File: src/rtl/dmem_arbiter_if.sv
// Bus bundle between the data-memory arbiter, its two requesters and the memory.
// The arbiter takes the slave view; the environment (requesters plus memory)
// takes the master view.
interface dmem_arbiter_if #(
    parameter int LANES = 4,
    parameter int DW    = 32,
    parameter int AW    = 32
);
    logic                  s_req;
    logic                  s_we;
    logic [AW-1:0]         s_addr;
    logic [DW-1:0]         s_wdata;
    logic                  s_ack;
    logic [DW-1:0]         s_rdata;

    logic                  v_req;
    logic                  v_we;
    logic [AW-1:0]         v_base;
    logic [AW-1:0]         v_stride;
    logic [LANES*DW-1:0]   v_wdata;
    logic                  v_ack;
    logic [LANES*DW-1:0]   v_rdata;

    logic                  busy;

    logic                  mem_we;
    logic [AW-1:0]         mem_addr;
    logic [DW-1:0]         mem_wdata;
    logic [DW-1:0]         mem_rdata;

    modport slave (
        input  s_req, s_we, s_addr, s_wdata,
        output s_ack, s_rdata,
        input  v_req, v_we, v_base, v_stride, v_wdata,
        output v_ack, v_rdata,
        output busy,
        output mem_we, mem_addr, mem_wdata,
        input  mem_rdata
    );

    modport master (
        output s_req, s_we, s_addr, s_wdata,
        input  s_ack, s_rdata,
        output v_req, v_we, v_base, v_stride, v_wdata,
        input  v_ack, v_rdata,
        input  busy,
        input  mem_we, mem_addr, mem_wdata,
        output mem_rdata
    );
endinterface

File: src/rtl/dmem_arbiter.sv
// Round-robin arbiter and sequencer in front of a single-port data memory.
// Scalar requests become one memory access; vector requests are unrolled into
// LANES strided word accesses with load data gathered into one wide response.
// All outputs are registered: the next-cycle memory command is computed
// together with the next state, so the memory sees clean flop outputs.
module dmem_arbiter #(
    parameter int LANES = 4,
    parameter int DW    = 32,
    parameter int AW    = 32
) (
    input  logic           clk,
    input  logic           rst_n,
    dmem_arbiter_if.slave  bus
);
    localparam int IW = $clog2(LANES);
    localparam int VW = LANES * DW;

    typedef enum logic [1:0] {
        IDLE,
        SCALAR,
        VBURST,
        RESP
    } state_t;

    state_t          state_q,      state_d;
    logic [IW-1:0]   idx_q,        idx_d;
    logic [IW-1:0]   idx_next;
    logic            last_grant_q, last_grant_d;
    logic            we_q,         we_d;
    logic [AW-1:0]   stride_q,     stride_d;
    logic [VW-1:0]   v_wdata_q,    v_wdata_d;
    logic            mem_we_q,     mem_we_d;
    logic [AW-1:0]   mem_addr_q,   mem_addr_d;
    logic [DW-1:0]   mem_wdata_q,  mem_wdata_d;
    logic            s_ack_q,      s_ack_d;
    logic            v_ack_q,      v_ack_d;
    logic [DW-1:0]   s_rdata_q,    s_rdata_d;
    logic [VW-1:0]   v_rdata_q,    v_rdata_d;
    logic            busy_q,       busy_d;

    // Next-state and next-output logic; last_grant=1 means the vector side was
    // granted last, and the lane address advances by adding the stride.
    always_comb begin
        state_d      = state_q;
        idx_d        = idx_q;
        last_grant_d = last_grant_q;
        we_d         = we_q;
        stride_d     = stride_q;
        v_wdata_d    = v_wdata_q;
        mem_we_d     = 1'b0;
        mem_addr_d   = '0;
        mem_wdata_d  = '0;
        s_ack_d      = 1'b0;
        v_ack_d      = 1'b0;
        s_rdata_d    = s_rdata_q;
        v_rdata_d    = v_rdata_q;
        idx_next     = idx_q + IW'(1);

        case (state_q)
            IDLE: begin
                if (bus.s_req && (!bus.v_req || last_grant_q)) begin
                    state_d      = SCALAR;
                    last_grant_d = 1'b0;
                    we_d         = bus.s_we;
                    mem_we_d     = bus.s_we;
                    mem_addr_d   = bus.s_addr;
                    mem_wdata_d  = bus.s_wdata;
                end else if (bus.v_req) begin
                    state_d      = VBURST;
                    last_grant_d = 1'b1;
                    idx_d        = '0;
                    we_d         = bus.v_we;
                    stride_d     = bus.v_stride;
                    v_wdata_d    = bus.v_wdata;
                    mem_we_d     = bus.v_we;
                    mem_addr_d   = bus.v_base;
                    mem_wdata_d  = bus.v_wdata[DW-1:0];
                end
            end
            SCALAR: begin
                if (!we_q) begin
                    s_rdata_d = bus.mem_rdata;
                end
                s_ack_d = 1'b1;
                state_d = RESP;
            end
            VBURST: begin
                if (!we_q) begin
                    v_rdata_d[int'(idx_q)*DW +: DW] = bus.mem_rdata;
                end
                if (idx_q == IW'(LANES-1)) begin
                    state_d = RESP;
                    v_ack_d = 1'b1;
                    idx_d   = '0;
                end else begin
                    idx_d       = idx_next;
                    mem_we_d    = we_q;
                    mem_addr_d  = mem_addr_q + stride_q;
                    mem_wdata_d = v_wdata_q[int'(idx_next)*DW +: DW];
                end
            end
            RESP: begin
                state_d = IDLE;
            end
            default: begin
                state_d = IDLE;
            end
        endcase

        busy_d = (state_d != IDLE);
    end

    // State and output registers; reset abandons any burst in flight.
    always_ff @(posedge clk or negedge rst_n) begin
        if (!rst_n) begin
            state_q      <= IDLE;
            idx_q        <= '0;
            last_grant_q <= 1'b1;
            we_q         <= 1'b0;
            stride_q     <= '0;
            v_wdata_q    <= '0;
            mem_we_q     <= 1'b0;
            mem_addr_q   <= '0;
            mem_wdata_q  <= '0;
            s_ack_q      <= 1'b0;
            v_ack_q      <= 1'b0;
            s_rdata_q    <= '0;
            v_rdata_q    <= '0;
            busy_q       <= 1'b0;
        end else begin
            state_q      <= state_d;
            idx_q        <= idx_d;
            last_grant_q <= last_grant_d;
            we_q         <= we_d;
            stride_q     <= stride_d;
            v_wdata_q    <= v_wdata_d;
            mem_we_q     <= mem_we_d;
            mem_addr_q   <= mem_addr_d;
            mem_wdata_q  <= mem_wdata_d;
            s_ack_q      <= s_ack_d;
            v_ack_q      <= v_ack_d;
            s_rdata_q    <= s_rdata_d;
            v_rdata_q    <= v_rdata_d;
            busy_q       <= busy_d;
        end
    end

    assign bus.s_ack     = s_ack_q;
    assign bus.s_rdata   = s_rdata_q;
    assign bus.v_ack     = v_ack_q;
    assign bus.v_rdata   = v_rdata_q;
    assign bus.busy      = busy_q;
    assign bus.mem_we    = mem_we_q;
    assign bus.mem_addr  = mem_addr_q;
    assign bus.mem_wdata = mem_wdata_q;
endmodule
File: src/flat_wrapper.sv
// flat-port wrapper written by rule: the top's interface ports become plain ports
module dmem_arbiter_flat 
#(
    parameter int LANES = 4,
    parameter int DW    = 32,
    parameter int AW    = 32
)
  (clk, rst_n, bus_s_req, bus_s_we, bus_s_addr, bus_s_wdata, bus_s_ack, bus_s_rdata, bus_v_req, bus_v_we, bus_v_base, bus_v_stride, bus_v_wdata, bus_v_ack, bus_v_rdata, bus_busy, bus_mem_we, bus_mem_addr, bus_mem_wdata, bus_mem_rdata);
  dmem_arbiter_if #(.LANES(LANES), .DW(DW), .AW(AW)) bus_i ();
  input  logic clk;
  input  logic rst_n;
  input wire logic [$bits(bus_i.s_req)-1:0] bus_s_req;
  input wire logic [$bits(bus_i.s_we)-1:0] bus_s_we;
  input wire logic [$bits(bus_i.s_addr)-1:0] bus_s_addr;
  input wire logic [$bits(bus_i.s_wdata)-1:0] bus_s_wdata;
  output wire logic [$bits(bus_i.s_ack)-1:0] bus_s_ack;
  output wire logic [$bits(bus_i.s_rdata)-1:0] bus_s_rdata;
  input wire logic [$bits(bus_i.v_req)-1:0] bus_v_req;
  input wire logic [$bits(bus_i.v_we)-1:0] bus_v_we;
  input wire logic [$bits(bus_i.v_base)-1:0] bus_v_base;
  input wire logic [$bits(bus_i.v_stride)-1:0] bus_v_stride;
  input wire logic [$bits(bus_i.v_wdata)-1:0] bus_v_wdata;
  output wire logic [$bits(bus_i.v_ack)-1:0] bus_v_ack;
  output wire logic [$bits(bus_i.v_rdata)-1:0] bus_v_rdata;
  output wire logic [$bits(bus_i.busy)-1:0] bus_busy;
  output wire logic [$bits(bus_i.mem_we)-1:0] bus_mem_we;
  output wire logic [$bits(bus_i.mem_addr)-1:0] bus_mem_addr;
  output wire logic [$bits(bus_i.mem_wdata)-1:0] bus_mem_wdata;
  input wire logic [$bits(bus_i.mem_rdata)-1:0] bus_mem_rdata;
  assign bus_i.s_req = bus_s_req;
  assign bus_i.s_we = bus_s_we;
  assign bus_i.s_addr = bus_s_addr;
  assign bus_i.s_wdata = bus_s_wdata;
  assign bus_s_ack = bus_i.s_ack;
  assign bus_s_rdata = bus_i.s_rdata;
  assign bus_i.v_req = bus_v_req;
  assign bus_i.v_we = bus_v_we;
  assign bus_i.v_base = bus_v_base;
  assign bus_i.v_stride = bus_v_stride;
  assign bus_i.v_wdata = bus_v_wdata;
  assign bus_v_ack = bus_i.v_ack;
  assign bus_v_rdata = bus_i.v_rdata;
  assign bus_busy = bus_i.busy;
  assign bus_mem_we = bus_i.mem_we;
  assign bus_mem_addr = bus_i.mem_addr;
  assign bus_mem_wdata = bus_i.mem_wdata;
  assign bus_i.mem_rdata = bus_mem_rdata;
  dmem_arbiter #(.LANES(LANES), .DW(DW), .AW(AW)) u_core (.clk(clk), .rst_n(rst_n), .bus(bus_i));
endmodule
File: config.mk
export PLATFORM = sky130hd
export DESIGN_NAME = dmem_arbiter_flat
export DESIGN_NICKNAME = d
export VERILOG_FILES = /design/src/rtl/dmem_arbiter_if.sv /design/src/rtl/dmem_arbiter.sv /design/src/flat_wrapper.sv
export SDC_FILE = /design/constraint.sdc
export NUM_CORES = 1
export LEC_CHECK = 0
export ABC_AREA = 1
export BUFFER_PORTS_ARGS = -buffer_cell sky130_fd_sc_hd__buf_2
export CAP_MARGIN = 0
export CORE_MARGIN = 2
export CORE_UTILIZATION = 35
export CTS_CLUSTER_DIAMETER = 200
export CTS_CLUSTER_SIZE = 28
export DETAILED_ROUTE_END_ITERATION = 6
export GPL_TIMING_DRIVEN = 1
export PLACE_DENSITY_LB_ADDON = 0.05
export SLEW_MARGIN = 20
export SYNTH_ARGS = -nofsm -noshare
export SYNTH_HDL_FRONTEND = slang
export SYNTH_SLANG_ARGS = --single-unit
File: constraint.sdc
create_clock -name clk -period 5.5 [get_ports clk]
set_input_delay 0.55 -clock clk [delete_from_list [all_inputs] [get_ports clk]]
set_output_delay 0.55 -clock clk [all_outputs]
set_load 0.005 [all_outputs]
==> flow_summary_export.csv <==
group,metric,value,unit
finish,layout.nets,3155,
clock_network,cts_buffers,18,
sta,timing.final.crit_share,60.8,%
clock_network,cts_root_buf,"clkbuf_16",
synth,synth_edf_count,0,
finish,final_util,42.3,%
drt,first_pass_iters,5,
synth,syn_inst,2389,
global_route,antenna_found_initial,16,
power_and_ir_drop,total_power,12800,uW
critical_path,cp.required,5970,ps
floorplan,coreArea,53900,sq um
sta,slew_violations,0,
clock_network,cts.repair.resized,0,
synth,synth.area.top_cells,"dfrtp_1, nand2_1, o21ai_0",
sta,fin_ws,2160,ps
sta,max_slew_margin,24.9,%
synth,async_flop_share,100,%
critical_path,critPathLaunchType,"register",
placed_design,placed_cells,3496,
placed_design,portBuffers,521,
synth,yosysWarnings,0,
global_route,first_global_vias,17383,
outcome,outcome,"completed",
global_route,grt_pass1_wl,103000,um
finish,area_growth,19.2,%
drt,drtIter0Drc,1203,
sta,tns,0,ps
synth,ys_ff_latch,394,
synth,synth.top_cell.area_share,51.5,%
critical_path,end_kind,"register",
floorplan,die-area,56500,sq um
clock_network,cts_tree,"built",
power_and_ir_drop,pwr_density_cell,560,nW/um^2
critical_path,critPathKind,"register to register",
clock_network,cts_max_level,1,
sta,period_needed,3340,ps
finish,final-instance-count-excl-fill,3529,
floorplan,die-width,238,um
sta,setup_violations,0,
synth,ys_seq_area_share,51.6,%
synth,synth_area_per_cell,8.00,sq um
global_route,grtUsageTotal,23.4,%
drt,routedWlPerCell,19.0,um
placed_design,preCtsSetupSlack,2190,ps
sta,rsz0062_at_grt,"no",
drt,vias_per_cell,4.97,
synth,synth.distinct_cells,37,
floorplan,initial_core_util,35.4,%
sta,hold_viol_final,0,
clock_network,clk-insertion-delay-late,570,ps
job,cap_violations,0,
floorplan,io_pins,522,
drt,dr_total_vias,17538,
global_route,grt_overflow,0,
critical_path,critical_path.max_fanout,117,
global_route,grt_max_degree,128,
synth,synth_nets,2724,
sta,worst_clock_skew,60.0,ps
synth,synth-main-ff-cell,"dfrtp_1",
synth,yosysTopAreaCell,"dfrtp_1",
placed_design,hpwl,47400,um
floorplan,die_h,238,um
finish,final_layout_size_suffix_gt1_share,22.1,%
floorplan,row_count,85,
hold_path,hold_path.class,"input pin to asynchronous set/reset pin",
clock_network,path_clk_slew,130,ps
clock_network,hold_buffers,0,
sta,tightest_slew,1120,ps
power_and_ir_drop,vdd_drop_max,0.238,mV
clock_network,max-clock-path-buffers,3,
clock_network,clock-sinks,394,
drt,post-route-drc-count,0,
power_and_ir_drop,p_leak,0.0125,uW
drt,drtAntennaViolNets,0,
sta,max_freq,299,MHz
drt,finalWirelength,67100,um
placed_design,globalplace.congestion,0.906,
clock_network,post_cts_buffers,0,
synth,syn_area,19100,sq um
critical_path,arrival,3820,ps
## per-stage QoR
stage / hold WS [ps] / cell area, sq um
global route: 52.3 / 22800
floorplan: 254 / 19100
global placement: 458 / 22200
detailed placement: 460 / 22200
CTS: 24.6 / 22800
finish: 1.24 / 22800
## power by group
group / total, uW / switching [uW] / internal [uW] / leakage (uW)
Clock: 1660 / 1000 / 656 / 0.000254
Combinational: 6150 / 3980 / 2170 / 0.00737
Sequential: 4960 / 752 / 4200 / 0.00489
## final cells by class
| type | count | area (sq um) |
|---|---|---|
| tap | 696 | 871 |
| sequential | 394 | 9860 |
| timing repair buffer | 546 | 2830 |
| clock buffer | 26 | 502 |
| antenna | 6 | 15.0 |
| clock inverter | 1 | 30.0 |
| inverter | 202 | 766 |
| multi-input combinational | 1658 | 7900 |
| fill | 5738 | 31100 |
## routing by layer
metal	vias to the layer above	wire (um)	GRT usage (%)
li1	8528	-	-
met1	8473	31200	33.3
met2	454	31300	37.9
met3	67	3210	3.54
met4	16	1310	4.80
met5	-	112	0
## flip-flops by register name (all words and copies together) (netlist names)
name                  cells
u_core.bus.v_rdata      128
u_core.v_wdata_q        128
u_core.bus.mem_addr      32
u_core.bus.mem_wdata     32
u_core.bus.s_rdata       32
u_core.stride_q          32
u_core.idx_q              2
u_core.state_q            2
u_core.bus.busy           1
u_core.bus.mem_we         1
u_core.bus.s_ack          1
u_core.bus.v_ack          1
u_core.last_grant_q       1
u_core.we_q               1
## cells in the final DEF (no fill, tap or decap), types with 2 or more instances in the layout
cell type,Yosys,final
a21oi_1,57,57
a22oi_1,29,29
buf_12,0,2
buf_2,69,520
buf_4,9,23
clkbuf_1,53,7
clkbuf_16,0,19
dfrtp_1,393,392
diode_2,0,6
ha_1,40,39
inv_1,197,197
inv_2,5,3
mux2_2,32,32
nand2_1,885,884
nand2_2,4,3
nand2_4,0,2
nand3_1,143,143
nand3b_1,4,4
nand4_1,67,67
nor2_1,84,78
nor2_2,5,8
nor2_4,1,4
nor3_1,3,3
o211ai_1,3,3
o21ai_0,248,248
o21ai_1,31,31
o21bai_1,3,3
xnor2_1,10,10
## cell families after synthesis
kind of cell	Yosys count	synth area share [%]
fa+ha+maj	41	2.72
buf+inv	337	7.29
flops	394	51.6
mux	32	1.89
xor+xnor	11	0.504
compound gates	375	10.3
simple gates	1199	25.7
## path summary, 6_finish.rpt
path | start | to | slack [ps] | cells after the start
max in group asynchronous | rst_n | u_core.bus.v_rdata[69] | 4180 | 2
min in group clk | bus_v_stride[0] | u_core.stride_q[0] | 180 | 3
hold / removal | rst_n | u_core.bus.mem_addr[26] | 1 | 1
setup reg to reg | u_core.state_q[0] | u_core.v_wdata_q[26] | 2160 | 9
hold reg to reg | u_core.v_wdata_q[124] | u_core.v_wdata_q[124] | 490 | 2
setup / recovery | u_core.state_q[0] | u_core.v_wdata_q[26] | 2160 | 9
## critical path, stage by stage, from the launching register on
cell     delay (ps)
dfrtp_1         420
inv_1           110
ha_1            220
inv_2            90
nor2_4          160
nand2_4         440
inv_6           810
buf_4           620
nand2_1         150
o21ai_1         100
## Yosys cell counts (2+ instances only)
library cell,n
a21oi_1,57
a22oi_1,29
buf_1,2
buf_2,69
buf_4,9
clkbuf_1,53
dfrtp_1,393
ha_1,40
inv_1,197
inv_2,5
mux2_2,32
nand2_1,885
nand2_2,4
nand3_1,143
nand3b_1,4
nand4_1,67
nor2_1,84
nor2_2,5
nor3_1,3
o211ai_1,3
o21ai_0,248
o21ai_1,31
o21bai_1,3
xnor2_1,10
No activity file was read; power rests on OpenSTA's default activity.
